--- config.mk ---
export PLATFORM = sky130hd
export DESIGN_NAME = wb_serializer
export DESIGN_NICKNAME = d
export VERILOG_FILES = /design/src/rtl/wb_pkg.sv /design/src/rtl/wb_prienc4.sv /design/src/rtl/wb_serializer.sv
export SDC_FILE = /design/constraint.sdc
export NUM_CORES = 1
export LEC_CHECK = 0
export ABC_AREA = 1
export CORE_MARGIN = 2
export CORE_UTILIZATION = 38
export CTS_CLUSTER_DIAMETER = 50
export DETAILED_ROUTE_END_ITERATION = 10
export PLACE_DENSITY = 0.67
export RECOVER_POWER = 50
export SLEW_MARGIN = 0
export SYNTH_ARGS = -nofsm -noshare
export SYNTH_HDL_FRONTEND = slang
export SYNTH_SLANG_ARGS = --single-unit
--- constraint.sdc ---
create_clock -name clk -period 27.7 [get_ports clk]
set_clock_uncertainty 0.2 [all_clocks]
set_input_delay 5.54 -clock clk [delete_from_list [all_inputs] [get_ports clk]]
set_output_delay 5.54 -clock clk [all_outputs]
set_load 0.005 [all_outputs]
--- src/rtl/wb_pkg.sv ---
// Shared writeback-serializer definitions: write-port kind codes, slot count, FSM states.
package wb_pkg;

    localparam logic [1:0]  WB_KIND_REG = 2'b01;
    localparam logic [1:0]  WB_KIND_SEG = 2'b10;
    localparam logic [1:0]  WB_KIND_MEM = 2'b11;
    localparam int unsigned WB_NSLOT    = 4;

    typedef enum logic {
        ST_IDLE  = 1'b0,
        ST_DRAIN = 1'b1
    } wb_state_e;

    // Target kind with priority reg > seg > mem; 00 when no kind bit is set.
    function automatic logic [1:0] wb_kind_sel(input logic is_reg, input logic is_seg,
                                               input logic is_mem);
        if (is_reg)      return WB_KIND_REG;
        else if (is_seg) return WB_KIND_SEG;
        else if (is_mem) return WB_KIND_MEM;
        else             return 2'b00;
    endfunction

endpackage

--- src/rtl/wb_prienc4.sv ---
// 4-bit lowest-set-bit priority encoder: index of the lowest set bit plus an any-set flag.
module wb_prienc4 (
    input  logic [3:0] vec_i,
    output logic [1:0] idx_o,
    output logic       any_o
);

    always_comb begin
        any_o = |vec_i;
        idx_o = 2'd0;
        casez (vec_i)
            4'b???1: idx_o = 2'd0;
            4'b??10: idx_o = 2'd1;
            4'b?100: idx_o = 2'd2;
            4'b1000: idx_o = 2'd3;
            default: idx_o = 2'd0;
        endcase
    end

endmodule

--- src/rtl/wb_serializer.sv ---
// Writeback serializer: captures a 4-slot execute bundle and retires enabled slots one per cycle.
// Optional WB_FWD_EN adds a combinational forwarding copy of the current write.
module wb_serializer
    import wb_pkg::*;
#(
    parameter int unsigned DATA_W = 64,
    parameter int unsigned ADDR_W = 32
) (
    input  logic                  clk,
    input  logic                  rst,
    input  logic                  flush,
    input  logic                  ex_valid,
    output logic                  ex_ready,
    input  logic [3:0]            ex_wb,
    input  logic [3:0]            ex_is_reg,
    input  logic [3:0]            ex_is_seg,
    input  logic [3:0]            ex_is_mem,
    input  logic [4*DATA_W-1:0]   ex_res,
    input  logic [4*ADDR_W-1:0]   ex_dest,
    input  logic [1:0]            ex_size,
    input  logic [31:0]           ex_eip,
    output logic                  wr_valid,
    input  logic                  wr_ready,
    output logic [1:0]            wr_kind,
    output logic [1:0]            wr_slot,
    output logic [ADDR_W-1:0]     wr_dest,
    output logic [DATA_W-1:0]     wr_data,
    output logic [1:0]            wr_size,
    output logic                  done,
    output logic [31:0]           done_eip,
`ifdef WB_FWD_EN
    output logic                  fwd_valid,
    output logic [ADDR_W-1:0]     fwd_dest,
    output logic [DATA_W-1:0]     fwd_data,
    output logic [1:0]            fwd_kind,
`endif
    output logic                  kind_err
);

    wb_state_e          state_q, state_d;
    logic [3:0]         pend_q, pend_d;
    logic               done_q, done_d;
    logic [31:0]        done_eip_q, done_eip_d;
    logic               kind_err_q;
    logic [DATA_W-1:0]  res_q  [WB_NSLOT];
    logic [ADDR_W-1:0]  dest_q [WB_NSLOT];
    logic [1:0]         kind_q [WB_NSLOT];
    logic [1:0]         size_q;
    logic [31:0]        eip_q;

    logic [1:0]         slot;
    logic               any_pend;
    logic [3:0]         rest;
    logic               last;
    logic               hs;
    logic               accept;
    logic [3:0]         kind_ok;
    logic [3:0]         new_pend;

    wb_prienc4 u_prienc (
        .vec_i (pend_q),
        .idx_o (slot),
        .any_o (any_pend)
    );

    assign rest     = pend_q & ~(4'b0001 << slot);
    assign last     = (rest == '0);
    assign wr_valid = any_pend;
    assign hs       = wr_valid & wr_ready;
    assign kind_ok  = ex_is_reg | ex_is_seg | ex_is_mem;
    assign new_pend = ex_wb & kind_ok;
    assign ex_ready = ~rst & ~flush & ((state_q == ST_IDLE) | (last & hs));
    assign accept   = ex_valid & ex_ready;

    // An empty bundle accepted on the final handshake of the previous one shares its
    // done cycle; the draining bundle owns done/done_eip in that case.
    always_comb begin
        pend_d     = pend_q;
        done_d     = 1'b0;
        done_eip_d = done_eip_q;
        if (flush) begin
            pend_d = '0;
        end else begin
            if (hs) begin
                pend_d = rest;
                if (last) begin
                    done_d     = 1'b1;
                    done_eip_d = eip_q;
                end
            end
            if (accept) begin
                pend_d = new_pend;
                if ((new_pend == '0) && !(hs && last)) begin
                    done_d     = 1'b1;
                    done_eip_d = ex_eip;
                end
            end
        end
        state_d = (pend_d != '0) ? ST_DRAIN : ST_IDLE;
    end

    always_ff @(posedge clk or posedge rst) begin
        if (rst) begin
            state_q    <= ST_IDLE;
            pend_q     <= '0;
            done_q     <= 1'b0;
            done_eip_q <= '0;
            kind_err_q <= 1'b0;
        end else begin
            state_q    <= state_d;
            pend_q     <= pend_d;
            done_q     <= done_d;
            done_eip_q <= done_eip_d;
            if (accept && ((ex_wb & ~kind_ok) != '0))
                kind_err_q <= 1'b1;
        end
    end

    always_ff @(posedge clk or posedge rst) begin
        if (rst) begin
            for (int unsigned i = 0; i < WB_NSLOT; i++) begin
                res_q[i]  <= '0;
                dest_q[i] <= '0;
                kind_q[i] <= '0;
            end
            size_q <= '0;
            eip_q  <= '0;
        end else if (accept) begin
            for (int unsigned i = 0; i < WB_NSLOT; i++) begin
                res_q[i]  <= ex_res[i*DATA_W +: DATA_W];
                dest_q[i] <= ex_dest[i*ADDR_W +: ADDR_W];
                kind_q[i] <= wb_kind_sel(ex_is_reg[i], ex_is_seg[i], ex_is_mem[i]);
            end
            size_q <= ex_size;
            eip_q  <= ex_eip;
        end
    end

    assign wr_slot  = slot;
    assign wr_kind  = kind_q[slot];
    assign wr_dest  = dest_q[slot];
    assign wr_data  = res_q[slot];
    assign wr_size  = size_q;
    assign done     = done_q;
    assign done_eip = done_eip_q;
    assign kind_err = kind_err_q;

`ifdef WB_FWD_EN
    assign fwd_valid = hs;
    assign fwd_dest  = wr_dest;
    assign fwd_data  = wr_data;
    assign fwd_kind  = wr_kind;
`endif

endmodule
==> results of run 1 <==
## layout make-up
class	count	share of cell area, %
clock buffer	81	5.52
inverter	254	3.21
clock inverter	29	1.20
tap	765	3.20
antenna	11	0.0920
multi-input combinational	1920	28.0
sequential	465	38.9
timing repair buffer	601	19.9
## flip-flops by register name, summed over array words and instances (netlist names)
name / cells
done_eip: 32
wr_size: 2
dest_q: 128
state_q: 1
eip_q: 32
done: 1
kind_q: 8
pend_q: 4
res_q: 256
kind_err: 1
## metrics by stage
| step | total power, mW | cell area [sq um] | util (%) |
|---|---|---|---|
| 2_1_floorplan | 1.24 | 22000 | - |
| 3_3_place_gp | 1.51 | 28000 | 48.6 |
| 3_5_place_dp | 1.52 | 28000 | 48.6 |
| 4_1_cts | 2.32 | 30000 | 52.1 |
| 5_1_grt | 2.44 | 29900 | 52.1 |
| 6_report | 2.30 | 29900 | 52.1 |
## cell usage in the layout, fill, tap and decap left out, types with 38 or more instances in the layout
master	count
o221ai_1	98
nand3_1	73
dlygate4sd3_1	38
a21oi_1	51
o21ai_0	143
clkbuf_16	61
dfrtp_1	465
nand2_1	1311
nor2_1	39
inv_1	245
clkdlybuf4s50_1	538
o21ai_1	169
## logic make-up after synthesis
kind of cell	Yosys count
and+or+nand+nor	1436
AOI/OAI and AO/OA	484
DFF	465
buffers and inverters	436
## power by group through the flow
| stage | registers [mW] | logic [mW] | clock network (mW) |
|---|---|---|---|
| 2_1_floorplan | 0.914 | 0.321 | 0 |
| 3_3_place_gp | 0.927 | 0.583 | 0 |
| 3_5_place_dp | 0.930 | 0.591 | 0 |
| 4_1_cts | 0.920 | 0.596 | 0.807 |
| 5_1_grt | 0.940 | 0.661 | 0.835 |
| 6_report | 0.921 | 0.587 | 0.791 |
## metal layers
layer | GRT usage [%] | vias up
met1 | 32.6 | 9501
li1 | - | 9939
met3 | 5.92 | 145
met4 | 8.88 | 12
met5 | 0 | -
met2 | 37.4 | 649
## critical path, cell delays in order
cell	delay, ns
dlygate4sd3_1	0.56
nand2_1	0.93
clkinvlp_2	1.53
nand2_1	1.58
nand2_1	0.37
nand3_1	0.84
clkinvlp_2	4.95
buf_12	1.55
buf_4	0.65
nand2_1	0.16
o21ai_0	0.09
## how the worst max path moves through the flow
stage / startpoint / end / slack, ns / cells after the start
after floorplan: rst / dest_q[0]$_DFFE_PP0P_ / 8.99 / 1
final: wr_ready / res_q[67]$_DFFE_PP0P_ / 8.76 / 11
after global routing: wr_ready / res_q[221]$_DFFE_PP0P_ / 7.73 / 11
after global placement: wr_ready / ex_ready / 13.65 / 8
after CTS: wr_ready / ex_ready / 13.66 / 8
after detailed placement: wr_ready / ex_ready / 13.67 / 8
## Yosys cell counts
master / n
a21o_1: 1
inv_2: 6
buf_6: 26
nand4_1: 8
dfrtp_1: 465
buf_1: 9
nor2_1: 40
o31ai_1: 2
buf_2: 46
nand3_1: 73
o221ai_1: 98
inv_4: 1
inv_1: 246
o21ai_0: 144
o21ai_1: 169
nor2_2: 1
nand2_1: 1309
clkbuf_1: 76
nand3_2: 1
buf_4: 25
a21oi_1: 51
nand2_2: 3
nand2_4: 1
o211ai_1: 19
clkinv_1: 1
==> impl_metrics.json, run 1 <==
{
  "critPathKind": "input port to register",
  "io_buffers": 576,
  "failed_checks": "capacitance limit, slew limit",
  "fin_nets": 3741,
  "cts.reportedPaths.clkPinSlew_ns": 0.06,
  "synthToLayoutAreaGrowth_pct": 36.1,
  "holdBufCountCts": 0,
  "start_kind": "input port",
  "grt_pass1_wl_mm": 113,
  "clockBufferDepth": 3,
  "dr.pass1.iters": 6,
  "yosys.area_share.simple_pct": 25.1,
  "crit_fanout": 229,
  "route.layer.met1.wl_mm": 31.9,
  "cts_tree": "built",
  "hold_ws_ns": 0.261,
  "ant_nets": 0,
  "tns_ns": 0,
  "dp_hpwl_mm": 47.2,
  "yosysUniqueCellTypes": 25,
  "place.gp.congestion": 0.859,
  "multi_input_area_sq_um": 8390,
  "p_per_area_nw_per_um2": 76.8,
  "antenna_found_initial": 17,
  "rsz0062_at_grt": "false",
  "regArea_sq_um": 11600,
  "switching_share_pct": 29.8,
  "intPower_mw": 1.61,
  "rr_worst_depth": 12,
  "fin_ws_ns": 8.76,
  "cts-root-buf": "clkbuf_16",
  "min_path_type": "register to register",
  "cts_max_level": 2,
  "critPathRequiredTime_ns": 27.93,
  "stdcell_count": 4126,
  "power_frac_comb_pct": 25.5,
  "io_pins": 577,
  "leakage_nw": 14.4,
  "yosysSeqAreaShare_pct": 52.9,
  "clkPwrFrac_pct": 34.4,
  "routedWlPerCell_microns": 17.7,
  "finalMaxSlewViolations": 660,
  "p_switching_mw": 0.685,
  "ir_drop_mv": 0.0439,
  "regToRegSetupSlack_ns": 13.29,
  "crit_arrival_ns": 19.17,
  "grt_overflow": 0,
  "netlist_instances": 2821,
  "dp_slack_ns": 13.67,
  "reg2reg_from": "pend_q[0]$_DFF_PP0_",
  "route.detailed.drc": 0,
  "ys_warn_count": 0,
  "relSlewSlack_pct": -455,
  "initial_core_util_pct": 38.3,
  "avgSynthCellArea_sq_um": 7.80,
  "viasPerCell": 4.91,
  "outcome": "complete, but fails checks",
  "cts_made_buffers": 60,
  "insertion_delay_ns": 0.60,
  "worstHoldStart": "kind_err$_DFFE_PP0P_",
  "wl_met2_mm": 32.8,
  "dp_cells": 4005,
  "syn-cell-area_sq_um": 22000,
  "yosys.area.top_type": "dfrtp_1",
  "fmax_ghz": 0.0528,
  "synth_top_cells_by_area": "dfrtp_1, nand2_1, inv_1",
  "r2r-end": "res_q[67]$_DFFE_PP0P_",
  "drive_gt1_share_pct": 3.88,
  "post_cts_buffers": 0,
  "grt_max_degree": 230,
  "clock_sinks": 465,
  "synth.top_cell.area_share_pct": 52.9,
  "ys_ff_latch": 465,
  "synthMuxAreaShare_pct": 0,
  "whs_path_depth": 1,
  "grt_pass1_vias": 19500,
  "setup_violations": 0,
  "cp-end-kind": "register",
  "grtUsageTotal_pct": 24.1,
  "fp.dieArea_sq_um": 59800,
  "synthXorXnorAreaFrac_pct": 0,
  "synthAdderAreaFrac_pct": 0,
  "top_layer": "met5",
  "synth-compound-area-share_pct": 12.9,
  "max_slew.worst_pin.slew_ns": 8.32,
  "routed_wl_mm": 72.9,
  "core_sq_um": 57500,
  "nFillCells": 5432,
  "fin_crit_sh_pct": 68.4,
  "synth_top_family_by_area": "simple AND/OR/NAND/NOR gates",
  "worstHoldEndpoint": "kind_err$_DFFE_PP0P_",
  "fin_crit_ns": 18.94,
  "fp.dieH_microns": 245,
  "dieWidth_microns": 245,
  "seqPwrFrac_pct": 40.1,
  "drtIter0Drc": 1374,
  "row_count": 88,
  "maxCapViolations": 6,
  "cts_resized": 0,
  "wl_met3_mm": 5.55,
  "num_vias": 20200,
  "hold_violations": 0,
  "syn_nets": 3260
}
No activity file was read; power rests on OpenSTA's default activity.
==> inputs of run 2 (changes only) <==
- clock period: 27.7 -> 19.6 ns (I/O delays scaled with it)
==> run 2 against run 1 <==
Against the previous run:
- the flow still finishes with violations (capacitance limit, slew limit)
- core utilization is 0.10 points higher
- design area grew 0.19%
- critical path depth stayed put
- non-clock buffer count is the same
- count of clock-buffer cells in the layout shrank 4
- first-iteration DRC count fell by 6.7%
- highest routed layer unchanged
==> impl_metrics.json, run 2 (synthesis results as in run 1) <==
{
  "num_vias": 20100,
  "layout_commonest_cell": "nand2_1",
  "fin_nets": 3741,
  "cts_max_level": 2,
  "clockBufferDepth": 3,
  "critPathRequiredTime_ns": 19.84,
  "io_buffers": 576,
  "r2r-end": "dest_q[23]$_DFFE_PP0P_",
  "place.gp.congestion": 0.823,
  "nFillCells": 5450,
  "multi_input_area_sq_um": 8410,
  "cts-root-buf": "clkbuf_16",
  "grt_overflow": 0,
  "io_pins": 577,
  "regArea_sq_um": 11600,
  "dieWidth_microns": 245,
  "route.detailed.drc": 0,
  "regToRegSetupSlack_ns": 10.07,
  "p_per_area_nw_per_um2": 108,
  "cts.reportedPaths.clkPinSlew_ns": 0.06,
  "insertion_delay_ns": 0.61,
  "holdBufCountCts": 0,
  "fmax_ghz": 0.0811,
  "grt_pass1_vias": 19400,
  "clock_sinks": 465,
  "antenna_found_initial": 21,
  "fin_crit_ns": 12.34,
  "top_regs": "res_q (256), dest_q (128)",
  "cts_tree": "built",
  "fin_crit_sh_pct": 62.9,
  "crit_fanout": 139,
  "rsz0062_at_grt": "false",
  "crit_arrival_ns": 12.58,
  "max_slew.worst_pin.slew_ns": 6.06,
  "cts_made_buffers": 60,
  "largest-register": "res_q",
  "viasPerCell": 4.85,
  "drive_gt1_share_pct": 4.30,
  "finalMaxSlewViolations": 449,
  "leakage_nw": 14.4,
  "start_kind": "input port",
  "crit_path_end": "dest_q[23]$_DFFE_PP0P_",
  "drtIter0Drc": 1282,
  "post_cts_buffers": 0,
  "rr_worst_depth": 12,
  "fin_util_pct": 52.2,
  "min_path_type": "register to register",
  "cts_resized": 0,
  "routed_wl_mm": 72.2,
  "startpoint": "wr_ready",
  "tns_ns": 0,
  "core_sq_um": 57500,
  "dp_hpwl_mm": 46.8,
  "largest_reg_flops": 256,
  "hold_violations": 0,
  "initial_core_util_pct": 38.3,
  "failed_checks": "capacitance limit, slew limit",
  "ir_drop_mv": 0.0655,
  "maxCapViolations": 5,
  "reg2reg_from": "pend_q[0]$_DFF_PP0_",
  "grtUsageTotal_pct": 23.9,
  "fp.dieH_microns": 245,
  "relSlewSlack_pct": -304,
  "grt_pass1_wl_mm": 112,
  "ant_nets": 0,
  "final_cell_mix": "nand2_1, clkdlybuf4s50_1, dfrtp_1",
  "critPathKind": "input port to register",
  "grt_max_degree": 253,
  "routedWlPerCell_microns": 17.5,
  "dr.pass1.iters": 5,
  "fp.dieArea_sq_um": 59800,
  "outcome": "complete, but fails checks",
  "synthToLayoutAreaGrowth_pct": 36.3,
  "row_count": 88,
  "hold_ws_ns": 0.264,
  "cp-end-kind": "register",
  "setup_violations": 0
}
run 2: cell types whose count changed in the layout (fill, tap and decap cells not counted), sizes merged, moves of 2 or more:
| cell | delta |
|---|---|
| clkinvlp | +3 |
| clkbuf | -5 |
| clkinv | +3 |
| diode | +3 |
| bufinv | -2 |
run 2: area by class of cell:
cell class / count / share of cell area [%]
tap: 765 / 3.19
clock inverter: 34 / 1.11
timing repair buffer: 601 / 19.9
multi-input combinational: 1920 / 28.0
inverter: 254 / 3.20
clock buffer: 77 / 5.62
sequential: 465 / 38.8
antenna: 14 / 0.117
run 2: critical path, stage by stage:
cell and delay, ns:
clkdlybuf4s50_1 0.45, nand2_1 1.01, inv_4 0.42, nand2_4 0.51
nand2_2 0.19, nand3_4 0.10, clkinvlp_2 3.28, buf_4 1.62
buf_4 0.57, nand2_1 0.18, o21ai_0 0.09
run 2: worst min path at each step:
stage	startpoint	end	slack (ns)	cells after the start
after floorplan	dest_q[100]$_DFFE_PP0P_	dest_q[100]$_DFFE_PP0P_	0.24	2
after global placement	kind_err$_DFFE_PP0P_	kind_err$_DFFE_PP0P_	0.25	1
after detailed placement	kind_err$_DFFE_PP0P_	kind_err$_DFFE_PP0P_	0.26	1
after CTS	res_q[149]$_DFFE_PP0P_	res_q[149]$_DFFE_PP0P_	0.28	2
after global routing	res_q[134]$_DFFE_PP0P_	res_q[134]$_DFFE_PP0P_	0.29	2
final	kind_err$_DFFE_PP0P_	kind_err$_DFFE_PP0P_	0.26	1
run 2: per-stage QoR:
stage               power (mW)  area [sq um]  std cells  setup slack, ns
floorplan                 1.75         22000       2821             2.51
global placement          2.13         28000       4005             8.83
detailed placement        2.15         28000       4005             8.80
CTS                       3.27         30000       4116             8.79
global route              3.43         30000       4126             6.33
finish                    3.23         30000       4130             7.26
run 2: metal layers:
metal  GRT usage, %  wire length [microns]
met1           31.5                  30300
met2           38.0                  33700
met3           6.92                   6290
met4           7.03                   1800
met5              0                     92
run 2: where the power goes:
group	total [mW]	switching, mW	leakage (nW)	internal [mW]
registers	1.30	0.105	5.79	1.20
clock network	1.11	0.444	0.994	0.664
logic	0.822	0.415	7.65	0.407
==> inputs of run 3 (changes only) <==
- PLACE_DENSITY: 0.67 -> 0.69
- clock period: 19.6 -> 10.2 ns (I/O delays scaled with it)
==> run 3 against run 2 <==
Against the previous run:
- the run still ends with capacitance limit, slew limit left
- sequential cell count stayed put
- combinational power is 92% higher
- worst setup slack worse by 5.5 ns
- design area is 0.17% lower
- clock power is 86% higher
- cell count is 0.27% lower
- critical endpoint is now ex_ready
- largest cell class unchanged
- highest routed layer unchanged
==> impl_metrics.json, run 3 (synthesis results as in run 1) <==
{
  "min_path_type": "register to register",
  "start_kind": "input port",
  "cts_max_level": 2,
  "crit_slowest_cell": "clkinvlp_2",
  "clkPwrFrac_pct": 33.5,
  "num_vias": 20200,
  "fin_crit_sh_pct": 82.7,
  "route.detailed.drc": 0,
  "fp.dieH_microns": 245,
  "io_pins": 577,
  "hold_violations": 0,
  "fmax_ghz": 0.118,
  "nFillCells": 5439,
  "finalMaxSlewViolations": 204,
  "cts_tree": "built",
  "antenna_found_initial": 15,
  "row_count": 88,
  "crit_fanout": 35,
  "largest-register": "res_q",
  "critPathKind": "input port to output pin",
  "cts_made_buffers": 57,
  "power_frac_comb_pct": 25.8,
  "cts.reportedPaths.clkPinSlew_ns": 0.06,
  "ant_nets": 0,
  "largest_reg_flops": 256,
  "rsz0062_at_grt": "false",
  "routed_wl_mm": 71.9,
  "initial_core_util_pct": 38.3,
  "dr.pass1.iters": 8,
  "post_cts_buffers": 0,
  "outcome": "complete, but fails checks",
  "intPower_mw": 4.31,
  "tns_ns": 0,
  "grtUsageTotal_pct": 23.5,
  "layout_commonest_cell": "nand2_1",
  "grt_overflow": 0,
  "switching_share_pct": 30.0,
  "cts_resized": 0,
  "place.gp.congestion": 0.857,
  "multi_input_area_sq_um": 8410,
  "core_sq_um": 57500,
  "synthToLayoutAreaGrowth_pct": 36.1,
  "placedInstanceArea_sq_um": 28000,
  "cts-root-buf": "clkbuf_16",
  "whs_path_depth": 1,
  "leakage_nw": 14.4,
  "fin_crit_ns": 8.44,
  "dieWidth_microns": 245,
  "drive_gt1_share_pct": 4.10,
  "stdcell_area_sq_um": 29900,
  "critPathRequiredTime_ns": 7.96,
  "p_per_area_nw_per_um2": 205,
  "fin_nets": 3739,
  "fp.dieArea_sq_um": 59800,
  "clock_sinks": 465,
  "routedWlPerCell_microns": 17.4,
  "crit_arrival_ns": 6.20,
  "max_stage_delay_ns": 1.34,
  "viasPerCell": 4.89,
  "regArea_sq_um": 11600,
  "grt_pass1_vias": 19300,
  "final_cell_mix": "nand2_1, clkdlybuf4s50_1, dfrtp_1",
  "dp_slack_ns": 3.17,
  "ir_drop_mv": 0.137,
  "drtIter0Drc": 1504,
  "crit_chain": "clkdlybuf4s50_1, nand2_2, clkinvlp_2, nand2_4, nand2_2, nand2_1, inv_1, clkdlybuf4s50_1",
  "setup_violations": 0,
  "holdBufCountCts": 0,
  "cp-end-kind": "output pin",
  "p_switching_mw": 1.84,
  "insertion_delay_ns": 0.60,
  "max_slew.worst_pin.slew_ns": 5.35,
  "rr_worst_depth": 11,
  "top_regs": "res_q (256), dest_q (128)",
  "clockBufferDepth": 3,
  "seqPwrFrac_pct": 40.7,
  "grt_pass1_wl_mm": 110,
  "failed_checks": "capacitance limit, slew limit",
  "dp_hpwl_mm": 46.4,
  "grt_max_degree": 177,
  "io_buffers": 576,
  "fin_ws_ns": 1.76,
  "maxCapViolations": 3,
  "relSlewSlack_pct": -257
}
## run 3: changes by cell type in the layout (fill, tap and decap cells not counted), moves of 2 or more
cell,previous run,this run
clkbuf_1,9,11
diode_2,14,9
o21ai_0,173,143
inv_6,8,4
inv_8,1,3
o21ai_1,139,169
buf_12,2,4
clkinv_8,0,2
clkinv_2,12,5
clkinv_4,4,7
clkbuf_8,10,12
clkbuf_16,61,57
## run 3: metrics by stage
| step | cells | power [mW] | util (%) | hold WS (ns) |
|---|---|---|---|---|
| after floorplan | 2821 | 3.36 | - | 0.244 |
| after global placement | 4006 | 4.10 | 48.7 | 0.249 |
| after detailed placement | 4006 | 4.13 | 48.7 | 0.249 |
| after CTS | 4110 | 6.22 | 52.1 | 0.266 |
| after global routing | 4116 | 6.52 | 52.1 | 0.281 |
| final | 4119 | 6.15 | 52.1 | 0.259 |
## run 3: layer usage
| layer | GRT usage, % | wire length, microns |
|---|---|---|
| met5 | 0 | 75 |
| met4 | 6.89 | 1860 |
| met3 | 6.03 | 5840 |
| met2 | 37.4 | 33200 |
| met1 | 31.5 | 30900 |
## run 3: power by group through the flow
stage | clock network (mW) | logic (mW) | registers, mW
finish | 2.06 | 1.58 | 2.51
floorplan | 0 | 0.873 | 2.48
CTS | 2.10 | 1.61 | 2.50
global placement | 0 | 1.58 | 2.52
detailed placement | 0 | 1.60 | 2.53
global route | 2.19 | 1.78 | 2.56
## run 3: final timing paths
kind / from / end / slack, ns
max: wr_ready / ex_ready / 1.76
min: kind_err$_DFFE_PP0P_ / kind_err$_DFFE_PP0P_ / 0.26
max reg2reg: pend_q[0]$_DFF_PP0_ / dest_q[96]$_DFFE_PP0P_ / 3.64
min reg2reg: kind_err$_DFFE_PP0P_ / kind_err$_DFFE_PP0P_ / 0.26
max in group asynchronous: rst / dest_q[49]$_DFFE_PP0P_ / 2.86
min in group asynchronous: rst / kind_q[1]$_DFFE_PP0P_ / 3.18
## run 3: critical path, delay by kind of cell
family,cells,cell delay (ns)
buf+inv,4,2.28
simple gates,4,1.85
## run 3: layout make-up
| class | instances | area share [%] |
|---|---|---|
| flip-flops and latches | 465 | 38.9 |
| multi-input cells | 1920 | 28.1 |
| repair buffers | 602 | 20.0 |
| clock buffers | 77 | 5.42 |
| inverters | 254 | 3.23 |
| well taps | 765 | 3.20 |
| clock inverters | 27 | 1.07 |
| diodes | 9 | 0.0752 |
==> edit, RTL diff (flow settings as in run 3) <==
Build with the macro `WB_FWD_EN` defined.
--- a/src/rtl/wb_serializer.sv
+++ b/src/rtl/wb_serializer.sv
@@ -1,4 +1,6 @@
 // Writeback serializer: captures a 4-slot execute bundle and retires enabled slots one per cycle.
 // Optional WB_FWD_EN adds a combinational forwarding copy of the current write.
+`define WB_FWD_EN
+
 module wb_serializer
     import wb_pkg::*;
New outputs: fwd_data, fwd_dest, fwd_kind and fwd_valid. Check against the original RTL: not settled (the Yosys comparison gave no result); the edit may change what the design does.
==> edit against run 3 <==
  * The run still ends with max-capacitance violations, max-slew violations left
  * Sequential cell count unchanged
  * Power up 7.6%
  * Wire length up 7.8%
  * Final area up 3.9%
  * Core utilization up 0.72 points
  * Hold slack worse by 0.0028 ns
  * Maximum frequency down 0.44%
  * Register-to-register slack worse by 0.63 ns
  * Area after synthesis up 2.8%
  * Worst setup slack worse by 0.037 ns
  * Combinational power up 22%
  * Largest cell class unchanged
  * Highest routed layer unchanged
==> edit: results <==
[setup_path]
cpLargestDelayFamily = buffers and inverters
cpMaxStageDelayCell = nand2_1
cp_slowest_stage_delay_ns = 1.23
cp_max_fo = 35
crit_arrival_ns = 6.24

[sta]
finalHoldViolCount = 0
worst_pin_slew_ns = 4.20
drv_slew = 181

[grt]
grt_pass1_wl_mm = 117
grt_pass1_vias = 19700
antenna_found_initial = 20
gr-usage-met3 = 0.0495
grt_max_degree = 248
grtUsageMet2 = 0.395
globalRouteTotalUtil = 0.244
grtUsageMet1 = 0.331

[final_layout]
fin_nets = 3840
instances_no_fill = 4242
final_layout_size_suffix_gt1_frac = 0.0409
reg_top3 = res_q (256), dest_q (128)

[synthesis]
ys_types = 25
synth_flop_cell = dfrtp_1
synthArstFlopShare = 1.00
syn_inst = 2924
ys_seq_area_frac = 0.515
yosys-top-cells-count = 1,283 x nand2_1, 465 x dfrtp_1, 286 x o21ai_0
yosys_warnings = 0
syn_nets = 3363
ys_top_cells_by_area = dfrtp_1 51%, nand2_1 21%, o21ai_0 6.3%, inv_1 4.1%, o221ai_1 3.8%

[cts]
clock_path_buffers = 3
post_cts_buffers = 0
clk_latency_ns = 0.60
cts_buffers = 60
cts_resized = 0
cts_root_buf = clkbuf_16
clkTransAtPathRegs_ns = 0.05
h-tree-depth = 2

[place]
dp.cells = 4112
gp_congestion = 0.855
post_dp_cell_area_sq_mm = 0.0290
dp_slack_ns = 3.13
port-buffer-count = 675
dp_hpwl_mm = 51.6

[power]
p_leak_uw = 0.0148
switching_share = 0.305
ir_drop_mv = 0.157

[drt]
drt-total-wl_mm = 77.5
drt_first_pass_iters = 5
drtIter0Drc = 1546
vias_per_cell = 4.91

[run_status]
violations = max-capacitance violations, max-slew violations
status = complete, but fails checks

[job]
maxCapViolations = 4

[min_path]
hold_path_class = register to register
edit: cell types whose count changed after synthesis, moves of 5 or more:
cell	before	now
o21ai_1	169	22
o21ai_0	144	286
buf_4	25	102
buf_2	46	87
nand3_1	73	107
nand2_1	1309	1283
buf_6	26	1
clkbuf_2	0	15
clkbuf_1	76	71
inv_2	6	1
edit: cell type report:
| type | instances | area (sq um) |
|---|---|---|
| clock buffers | 76 | 1650 |
| inverters | 250 | 958 |
| repair buffers | 702 | 6990 |
| diodes | 19 | 47.5 |
| multi-input cells | 1922 | 8460 |
| well taps | 773 | 967 |
| fillers | 5487 | 27800 |
| clock inverters | 35 | 405 |
| flip-flops and latches | 465 | 11600 |
edit: cells by family after synthesis:
group                  after synthesis  share of synthesized area
and+or+nand+nor                   1442                      0.248
buffers and inverters              537                      0.112
AOI/OAI and AO/OA                  480                      0.125
DFF                                465                      0.515
edit: worst paths after layout:
kind / from / slack, ns / endpoint / cells after the start
worst min-delay path: kind_err / 0.26 / kind_err / 1
worst max register to register: pend_q[1] / 3.01 / done_eip[3] / 14
worst min register to register: kind_err / 0.26 / kind_err / 1
worst max-delay path: wr_ready / 1.72 / ex_ready / 9
max in group asynchronous: rst / 3.70 / res_q[65] / 4
min in group asynchronous: rst / 1.78 / eip_q[19] / 2
edit: power by group through the flow:
stage          combinational (uW)  sequential [uW]  clock (uW)
2_1_floorplan                1090             2500           0
3_3_place_gp                 1910             2540           0
3_5_place_dp                 1940             2540           0
4_1_cts                      1950             2520        2210
5_1_grt                      2150             2570        2300
6_report                     1920             2520        2180
edit: metal layers:
metal / wire [um] / share of wire
met1: 32700 / 0.42
met2: 36800 / 0.48
met3: 6230 / 0.080
met4: 1650 / 0.021
met5: 61 / 0.00079
